### src/rtl/m_cond_unit.sv
// ---------------------------------------------------------------------------
// m_cond_unit - condition-evaluation stage between decode and issue.
//
// Extracts the 4-bit condition field of each instruction, evaluates it
// against one of NUM_FLAG_SETS banked NZCV registers, and hands a registered
// {kind, cond, pass, sets_flags, flag_sel} bundle to issue over valid/ready.
// Conditional instructions are interlocked against older, still-in-flight
// flag writers on the same set using per-set pending counters.
//
// Ports:
//   clk, rst_n         clock (rising edge), asynchronous active-low reset
//   flush              synchronous pipeline flush
//   in_valid/in_ready  decode-side handshake
//   in_kind            instruction kind, passed through unchanged
//   in_instruction     raw instruction; condition at [COND_LSB+3:COND_LSB]
//   in_sets_flags      instruction writes flags at execute
//   in_flag_sel        flag set read/written by the instruction
//   out_valid/out_ready issue-side handshake
//   out_kind, out_cond, out_pass, out_sets_flags, out_flag_sel
//                      registered results
//   wb_valid, wb_flag_sel, wb_flags  flag writeback, wb_flags = {N,Z,C,V}
//
// Build option:
//   COND_UNIT_WB_BYPASS_EN  when defined, a writeback retiring the last
//                           pending writer of a set is forwarded into
//                           evaluation so the dependent instruction is
//                           accepted in the writeback cycle.
// ---------------------------------------------------------------------------

package m_cond_unit_pkg;

    typedef enum logic [3:0] {
        COND_EQ = 4'd0,
        COND_NE = 4'd1,
        COND_CS = 4'd2,
        COND_CC = 4'd3,
        COND_MI = 4'd4,
        COND_PL = 4'd5,
        COND_VS = 4'd6,
        COND_VC = 4'd7,
        COND_HI = 4'd8,
        COND_LS = 4'd9,
        COND_GE = 4'd10,
        COND_LT = 4'd11,
        COND_GT = 4'd12,
        COND_LE = 4'd13,
        COND_AL = 4'd14,
        COND_NV = 4'd15
    } e_cond;

    typedef enum logic [1:0] {
        KIND_ALU    = 2'd0,
        KIND_MEM    = 2'd1,
        KIND_BRANCH = 2'd2,
        KIND_SYS    = 2'd3
    } e_kind;

endpackage

module m_cond_unit
    import m_cond_unit_pkg::*;
#(
    parameter int INSTR_WIDTH   = 32,
    parameter int COND_LSB      = 28,
    parameter int NUM_FLAG_SETS = 1,
    parameter int MAX_PENDING   = 4,
    parameter int FSEL_W        = (NUM_FLAG_SETS > 1) ? $clog2(NUM_FLAG_SETS) : 1,
    parameter int PEND_W        = $clog2(MAX_PENDING + 1)
) (
    input  logic                   clk,
    input  logic                   rst_n,
    input  logic                   flush,

    input  logic                   in_valid,
    output logic                   in_ready,
    input  e_kind                  in_kind,
    input  logic [INSTR_WIDTH-1:0] in_instruction,
    input  logic                   in_sets_flags,
    input  logic [FSEL_W-1:0]      in_flag_sel,

    output logic                   out_valid,
    input  logic                   out_ready,
    output e_kind                  out_kind,
    output e_cond                  out_cond,
    output logic                   out_pass,
    output logic                   out_sets_flags,
    output logic [FSEL_W-1:0]      out_flag_sel,

    input  logic                   wb_valid,
    input  logic [FSEL_W-1:0]      wb_flag_sel,
    input  logic [3:0]             wb_flags
);

    // Storage is sized to the full select space so any select value indexes
    // a real entry; entries at or above NUM_FLAG_SETS are never written.
    localparam int NSETS = 1 << FSEL_W;
    localparam logic [PEND_W-1:0] PEND_MAX = PEND_W'(MAX_PENDING);
    localparam logic [PEND_W-1:0] PEND_ONE = PEND_W'(1);

    logic [3:0]        flags_q [NSETS];
    logic [PEND_W-1:0] pend_q  [NSETS];

    logic              sel_in_range;
    logic              wb_in_range;
    logic              wb_hit;
    logic [PEND_W-1:0] pend_cur;
    e_cond             cond_p0;
    logic              dep_p0;
    logic              set_ready;
    logic [3:0]        eval_flags;
    logic              pass_p0;
    logic              stall;
    logic              accept;
    logic [NSETS-1:0]  pend_inc;
    logic [NSETS-1:0]  wb_sel_vec;

    // Only the condition field of the instruction is consumed here.
    logic              unused_instr;
    assign unused_instr = ^in_instruction;

    function automatic logic sel_ok(input logic [FSEL_W-1:0] sel);
        return int'(sel) < NUM_FLAG_SETS;
    endfunction

    function automatic logic cond_eval(input e_cond cond, input logic [3:0] f);
        logic n, z, c, v, r;
        {n, z, c, v} = f;
        case (cond)
            COND_EQ: r = z;
            COND_NE: r = !z;
            COND_CS: r = c;
            COND_CC: r = !c;
            COND_MI: r = n;
            COND_PL: r = !n;
            COND_VS: r = v;
            COND_VC: r = !v;
            COND_HI: r = c & !z;
            COND_LS: r = !c | z;
            COND_GE: r = (n == v);
            COND_LT: r = (n != v);
            COND_GT: r = !z & (n == v);
            COND_LE: r = z | (n != v);
            COND_AL: r = 1'b1;
            default: r = 1'b0;
        endcase
        return r;
    endfunction

    // ---- stage p0: decode condition, interlock, evaluate -------------------
    always_comb begin
        sel_in_range = sel_ok(in_flag_sel);
        wb_in_range  = wb_valid & sel_ok(wb_flag_sel);
        wb_hit       = wb_in_range & (wb_flag_sel == in_flag_sel);
        pend_cur     = pend_q[in_flag_sel];
        cond_p0      = e_cond'(in_instruction[COND_LSB +: 4]);
        dep_p0       = (cond_p0 != COND_AL) && (cond_p0 != COND_NV);
`ifdef COND_UNIT_WB_BYPASS_EN
        // The writeback retiring the last outstanding writer supplies the
        // flags this instruction must see, so forward it.
        set_ready  = (pend_cur == '0) | (wb_hit & (pend_cur == PEND_ONE));
        eval_flags = (wb_hit & (pend_cur == PEND_ONE)) ? wb_flags
                                                       : flags_q[in_flag_sel];
`else
        set_ready  = (pend_cur == '0);
        eval_flags = flags_q[in_flag_sel];
`endif
        pass_p0 = cond_eval(cond_p0, eval_flags);
        // A saturated counter can still take a new writer when one retires
        // in the same cycle: the count then stays put.
        stall = (dep_p0 & !set_ready) |
                (in_sets_flags & (pend_cur == PEND_MAX) & !wb_hit);
        in_ready = !stall & (!out_valid | out_ready) & rst_n & !flush;
        accept   = in_valid & in_ready;
        for (int s = 0; s < NSETS; s++) begin
            pend_inc[s]   = accept & in_sets_flags & sel_in_range &
                            (in_flag_sel == FSEL_W'(s));
            wb_sel_vec[s] = wb_in_range & (wb_flag_sel == FSEL_W'(s));
        end
    end

    // ---- flag and pending-counter state ------------------------------------
    always_ff @(posedge clk or negedge rst_n) begin
        if (!rst_n) begin
            for (int s = 0; s < NSETS; s++) begin
                flags_q[s] <= 4'b0000;
            end
        end else begin
            // Flush deliberately leaves architectural flags alone.
            for (int s = 0; s < NSETS; s++) begin
                if (wb_sel_vec[s]) begin
                    flags_q[s] <= wb_flags;
                end
            end
        end
    end

    always_ff @(posedge clk or negedge rst_n) begin
        if (!rst_n) begin
            for (int s = 0; s < NSETS; s++) begin
                pend_q[s] <= '0;
            end
        end else if (flush) begin
            for (int s = 0; s < NSETS; s++) begin
                pend_q[s] <= '0;
            end
        end else begin
            for (int s = 0; s < NSETS; s++) begin
                if (pend_inc[s] & !wb_sel_vec[s]) begin
                    pend_q[s] <= pend_q[s] + PEND_ONE;
                end else if (wb_sel_vec[s] & !pend_inc[s] & (pend_q[s] != '0)) begin
                    // A stray writeback at zero still updates flags above.
                    pend_q[s] <= pend_q[s] - PEND_ONE;
                end
            end
        end
    end

    // ---- stage p1: registered output to issue ------------------------------
    always_ff @(posedge clk or negedge rst_n) begin
        if (!rst_n) begin
            out_valid <= 1'b0;
        end else if (flush) begin
            out_valid <= 1'b0;
        end else if (accept) begin
            out_valid <= 1'b1;
        end else if (out_ready) begin
            out_valid <= 1'b0;
        end
    end

    always_ff @(posedge clk or negedge rst_n) begin
        if (!rst_n) begin
            out_kind       <= KIND_ALU;
            out_cond       <= COND_NV;
            out_pass       <= 1'b0;
            out_sets_flags <= 1'b0;
            out_flag_sel   <= '0;
        end else if (accept) begin
            out_kind       <= in_kind;
            out_cond       <= cond_p0;
            out_pass       <= pass_p0;
            out_sets_flags <= in_sets_flags;
            out_flag_sel   <= in_flag_sel;
        end
    end

endmodule
### config.mk
export PLATFORM = sky130hd
export DESIGN_NAME = m_cond_unit
export DESIGN_NICKNAME = d
export VERILOG_FILES = /design/src/rtl/m_cond_unit.sv
export SDC_FILE = /design/constraint.sdc
export NUM_CORES = 1
export LEC_CHECK = 0
export CAP_MARGIN = 20
export CORE_MARGIN = 2
export CORE_UTILIZATION = 38
export DETAILED_ROUTE_END_ITERATION = 8
export GPL_ROUTABILITY_DRIVEN = 0
export PLACE_DENSITY = 0.76
export SYNTH_ARGS = -nofsm -noshare
export SYNTH_HDL_FRONTEND = slang
export SYNTH_SLANG_ARGS = --single-unit
### constraint.sdc
create_clock -name clk -period 2.55 [get_ports clk]
set_input_delay 0.51 -clock clk [delete_from_list [all_inputs] [get_ports clk]]
set_output_delay 0.51 -clock clk [all_outputs]
set_load 0.01 [all_outputs]
[Yosys cells after proc, flatten, opt, wreduce, memory -nomap -nowiden]
Cells that the tools add are included.
Cells by class
  divide/modulo/power cells: 0
  reductions and logical operators: 21
  bitwise operators: 30
  shift operators: 0
  magnitude comparators: 3
  add/subtract/negate cells: 4
  multiply operators: 0
  equal/unequal tests: 20
  mux-type cells: 15
Operator list (count)
  $eq 4x4->1 const B: 7
  $and 1x1->1: 23
  $mux 3: 7
  $eq 4x3->1 const B: 4
  $pmux 1 s15: 1
  $reduce_bool 3->1: 5
  $logic_not 1->1: 13
  $mux 4: 3
  $eq 4x2->1 const B: 2
  $ne 4x4->1 const B: 2
  $add 3x1->3 const B: 2
  $mux 6: 1
  $sub 3x1->3 const B: 2
  $eq 4x1->1 const B: 1
  $logic_not 4->1: 1
  $or 1x1->1: 4
  $eq 3x3->1 const B: 1
  $logic_not 3->1: 1
  $mux 1: 3
  $eq 1x1->1: 2
  $ge 2x2->1 const B: 1
  $lt 1x1->1 const B: 2
  $not 1->1: 2
  $not 1->2: 1
  2 further kinds: 2
Storage, ports and cells
  input bits: 47
  bits in latches: 0
  output and inout bits: 11
  RAM bits: 0
  word-level logic and storage cells: 103
  bits in read-only memories: 0
  register bits: 24
  memories kept: 0

[Depth between registers and ports, before layout]
  depth after elaboration: 22
  depth in mapped cells: 10
  mapped depth without buffers: 9

[Worst setup path before layout]
Ideal clock, no wire load.
  path type: in2reg
  start: input port in_flag_sel
  end: register pend_q[5] in the netlist's numbering
  data required time: 2477 ps
  arrival time: 2748 ps
  setup slack: -271 ps
  stages on the path: 10
  library setup time: 73 ps
  path buffers: 1
  path through: buf_6 -> nor4_2 -> o311a_1 -> o211ai_2 -> or4_1 -> fa_1 -> nor3_1 -> o31ai_1 -> a21o_1 -> a21oi_2
Between the ends
  cells in the longest elaborated chain, start to end: 20
  elaborated cells on any way between the ends: 31
  those cells by class: order compare (1); eq/ne (2); mux (5); bitwise (17); reduce/logical (6)
Ends and longest elaborated chain
  from (decl): line 79  | input logic [FSEL_W-1:0] in_flag_sel,
  $not 1->2 (implied by the code): line 154  | pend_cur = pend_q[in_flag_sel];
  $mux 3 (implied by the code) (3 in a row): line 154
  $eq 3x3->1 / $logic_not 3->1 (equally long branches): line 171, 164
  $and 1x1->1 / $logic_not 1->1 (equally long branches): line 171, 170
  $and 1x1->1, on equally long branches: line 171, 170
  $or 1x1->1: line 170  | stall = (dep_p0 & !set_ready) |
  $logic_not 1->1: line 172  | in_ready = !stall & (!out_valid | out_ready) & rst_n & !flush;
  $and 1x1->1 (3 in a row): line 172
  $and 1x1->1: line 173  | accept = in_valid & in_ready;
  $and 1x1->1 (2 in a row): line 175  | pend_inc[s] = accept & in_sets_flags & sel_in_range &
  $and 1x1->1 *: line 175
  $logic_not 1->1: line 210  | end else if (wb_sel_vec[s] & !pend_inc[s] & (pend_q[s] != '0)) begin
  $and 1x1->1 (2 in a row): line 210
  $reduce_bool 3->1 (no source line)
  to (signal, indexed assignment): line 209  | pend_q[s] <= pend_q[s] + PEND_ONE;
  to (signal, indexed assignment): line 212  | pend_q[s] <= pend_q[s] - PEND_ONE;
  to (decl): line 101  | logic [PEND_W-1:0] pend_q [NSETS];
Every way passes the cells marked *; elsewhere a longest branch is shown, timed or not. The select of a mux whose other input is x is not followed.
A chain may end at the register's enable or synchronous reset.

[Worst setup path after layout]
Ends and elaborated chain as after synthesis.

==> results.sh <==
export IMPL_status="completed"
export IMPL_synth_top_family_by_area="simple AND/OR/NAND/NOR gates"
export IMPL_fin_cells=243
export IMPL_clkTransAtPathRegs_ns=0.14
export IMPL_maxCapViolations=0
export IMPL_yosysSeqAreaShare_pct=44.0
export IMPL_h_tree_depth=1
export IMPL_finalCritPeriodShare_pct=99.1
export IMPL_first_pass_iters=4
export IMPL_grt_pass1_vias=1303
export IMPL_grtUsageTotal_pct=18.6
export IMPL_p_leak_uw=0.000968
export IMPL_place_ws_ns=-0.679
export IMPL_synthSimpleGateAreaFrac_pct=21.2
export IMPL_die_w_microns=64.2
export IMPL_fin_ws_ns=0.0225
export IMPL_final_setup_viol_count=0
export IMPL_crit_type="in2reg"
export IMPL_rsz0062_at_grt="true"
export IMPL_period_minus_slack_ns=2.53
export IMPL_area_delta_synth_final_pct=49.3
export IMPL_drv_slew=0
export IMPL_synth_nets=186
export IMPL_cts_buffers=3
export IMPL_clock_latency_ns=0.34
export IMPL_root_buffer="clkbuf_4"
export IMPL_drt_iter0_drc=77
export IMPL_routedWlPerCell_microns=15.3
export IMPL_avgSynthCellArea_sq_um=9.97
export IMPL_yosys_area_share_xor_xnor_pct=1.91
export IMPL_rows=21
export IMPL_cts_tree="done"
export IMPL_synth_compound_area_share_pct=17.7
export IMPL_cp_required_ns=2.83
export IMPL_fmax_ghz=0.396
export IMPL_synthDistinctLibCells=46
export IMPL_dieArea_sq_um=4120
export IMPL_ant_nets=0
export IMPL_whs_ns=0.213
export IMPL_synthArstFlopShare_pct=100
export IMPL_ys_ff_latch=24
export IMPL_hold_class="in2async"
export IMPL_initial_core_util_pct=40.3
export IMPL_cts_max_path_buffers=2
export IMPL_cp_max_fo=5
export IMPL_diodes=0
export IMPL_drc_errors=0
export IMPL_ys_warn_count=0
export IMPL_drive_gt1_share_pct=32.5
export IMPL_numPortBuffers=29
export IMPL_synthAdderAreaFrac_pct=1.45
export IMPL_cp_arrival_ns=2.81
export IMPL_drt_total_wl_mm=3.71
export IMPL_hold_viol=0
export IMPL_io_pins=58
export IMPL_synth_flop_cell="dfrtp_1"
export IMPL_grt_max_degree=25
export IMPL_core_area_sq_um=3420
export IMPL_antenna_found_initial=0
export IMPL_vias=1301
export IMPL_die_h_microns=64.2
export IMPL_ir_drop_mv=0.287
export IMPL_clock_skew_ns=0.00503
export IMPL_viasPerCell=5.35
export IMPL_synthesis_area_sq_um=1380
export IMPL_synth_edf_count=0
export IMPL_place_inst=232
export IMPL_layout_nets=246
export IMPL_end_kind="flop"
export IMPL_power_density_nw_per_um2=493
export IMPL_synthCells=138
export IMPL_cts_sinks=24
export IMPL_worst_pin_slew_ns=0.381
export IMPL_relSlewSlack_pct=74.2
export IMPL_overflow=0
export IMPL_grt_pass1_wl_mm=5.94
export IMPL_dp_hpwl_mm=2.75
export IMPL_start_kind="input pin"
export IMPL_synthMuxAreaShare_pct=8.18
-- sequential cells by signal, indices dropped and copies added, names as in the netlist --
signal and flops:
pend_q 6, out_flag_sel 1, out_kind 2, out_cond 4, out_sets_flags 1, out_valid 1, out_pass 1, flags_q 8
-- kinds of logic (layout without fill, tap and decap cells) --
family                     Yosys count  after routing
and+or+nand+nor                     53             53
DFF                                 24             24
muxes                                9              9
buffers and inverters               16             75
xor gates and xnor gates             3              3
adders and majority gates            1              1
AOI/OAI and AO/OA                   32             32
-- timing repair --
| action | 4_1_cts | 5_1_grt |
|---|---|---|
| resized for setup | 8 | 10 |
| buffers inserted | 4 | 3 |
| endpoints found under the setup margin | 3 | 3 |
| pin swaps | 6 | 1 |
| hold buffers | 0 | 0 |
-- metrics by stage --
stage               utilization (%)  power [uW]  setup TNS (ns)  cell area, sq um
floorplan                         -         610          -0.241              1410
global placement               55.9         775           -1.45              1910
detailed placement             55.9         791           -1.74              1910
CTS                            58.4        1010               0              1990
global route                   60.1        1070         -0.0895              2050
finish                         60.1        1010               0              2050
-- final timing paths --
kind | endpoint | cells after the start | startpoint | slack, ns
min in group clk | flags_q[2] | 0 | flags_q[2] | 0.43
worst max-delay path | pend_q[5] | 12 | in_flag_sel | 0.02
worst min-delay path | flags_q[5] | 2 | rst_n | 0.21
worst min register to register | flags_q[2] | 0 | flags_q[2] | 0.43
worst max register to register | pend_q[5] | 9 | pend_q[0] | 0.04
max in group asynchronous | out_cond[0] | 2 | rst_n | 2.05
-- worst max-delay path: stages --
cell and delay, ns:
clkdlybuf4s15_2 0.23, buf_4 0.15, nor4bb_2 0.18, a31oi_4 0.17, buf_4 0.14, o211ai_2 0.08, or4_4 0.42, fa_2 0.37
nor3_2 0.15, o31ai_2 0.11, a21o_1 0.19, a21oi_2 0.10
-- synthesized netlist by cell type, drive strengths merged (2+ instances only) --
cell type,count,area [sq um]
or4,3,26.3
a221oi,2,17.5
nand2,20,75.1
dfrtp,20,500
a21oi,2,13.8
o21ai,8,40.0
o211ai,2,20.0
clkbuf,6,22.5
nand2b,2,12.5
nor2,8,30.0
mux2i,3,30.0
a21o,2,15.0
inv,8,30.0
nor4,2,18.8
o31ai,2,15.0
a31oi,5,31.3
nor4bb,2,20.0
xnor2,3,26.3
a311o,2,20.0
nor2b,3,18.8
dfstp,4,105
mux2,5,56.3
nor3,5,25.0
-- cell usage in the layout, fill, tap and decap left out, types with 2 or more instances in the layout --
cell,count
o21ai_0,8
xnor2_1,3
nor3_1,3
clkbuf_4,3
nand2_1,20
mux2i_1,3
or4_4,2
clkdlybuf4s50_1,21
mux2_2,5
dfrtp_1,19
a31oi_1,4
a311o_1,2
dfstp_2,4
inv_1,8
nor2b_1,3
dlygate4sd2_1,2
a21o_1,2
a221oi_1,2
buf_4,34
nor3_2,2
nor2_1,8
dlymetal6s2s_1,5
-- where the power goes --
| part | total (uW) | leakage, uW | internal [uW] | switching (uW) |
|---|---|---|---|---|
| logic | 325 | 0.000647 | 187 | 139 |
| registers | 471 | 0.000301 | 439 | 32.4 |
| clock network | 216 | 0.0000210 | 87.8 | 128 |
-- area by class of cell --
type                       instances  area, sq um
fill                             282         1360
multi-input combinational         98          767
sequential                        24          607
timing repair buffer              63          557
tap                               46         57.6
clock buffer                       4         36.3
inverter                           8         30.0
-- metal layers --
metal	track usage (%)	wire length (microns)	up-vias
li1	-	-	621
met1	23.3	1570	615
met2	31.8	1850	53
met3	2.46	184	12
met4	8.78	102	0
met5	0	0	-
No activity file was read; power rests on OpenSTA's default activity.
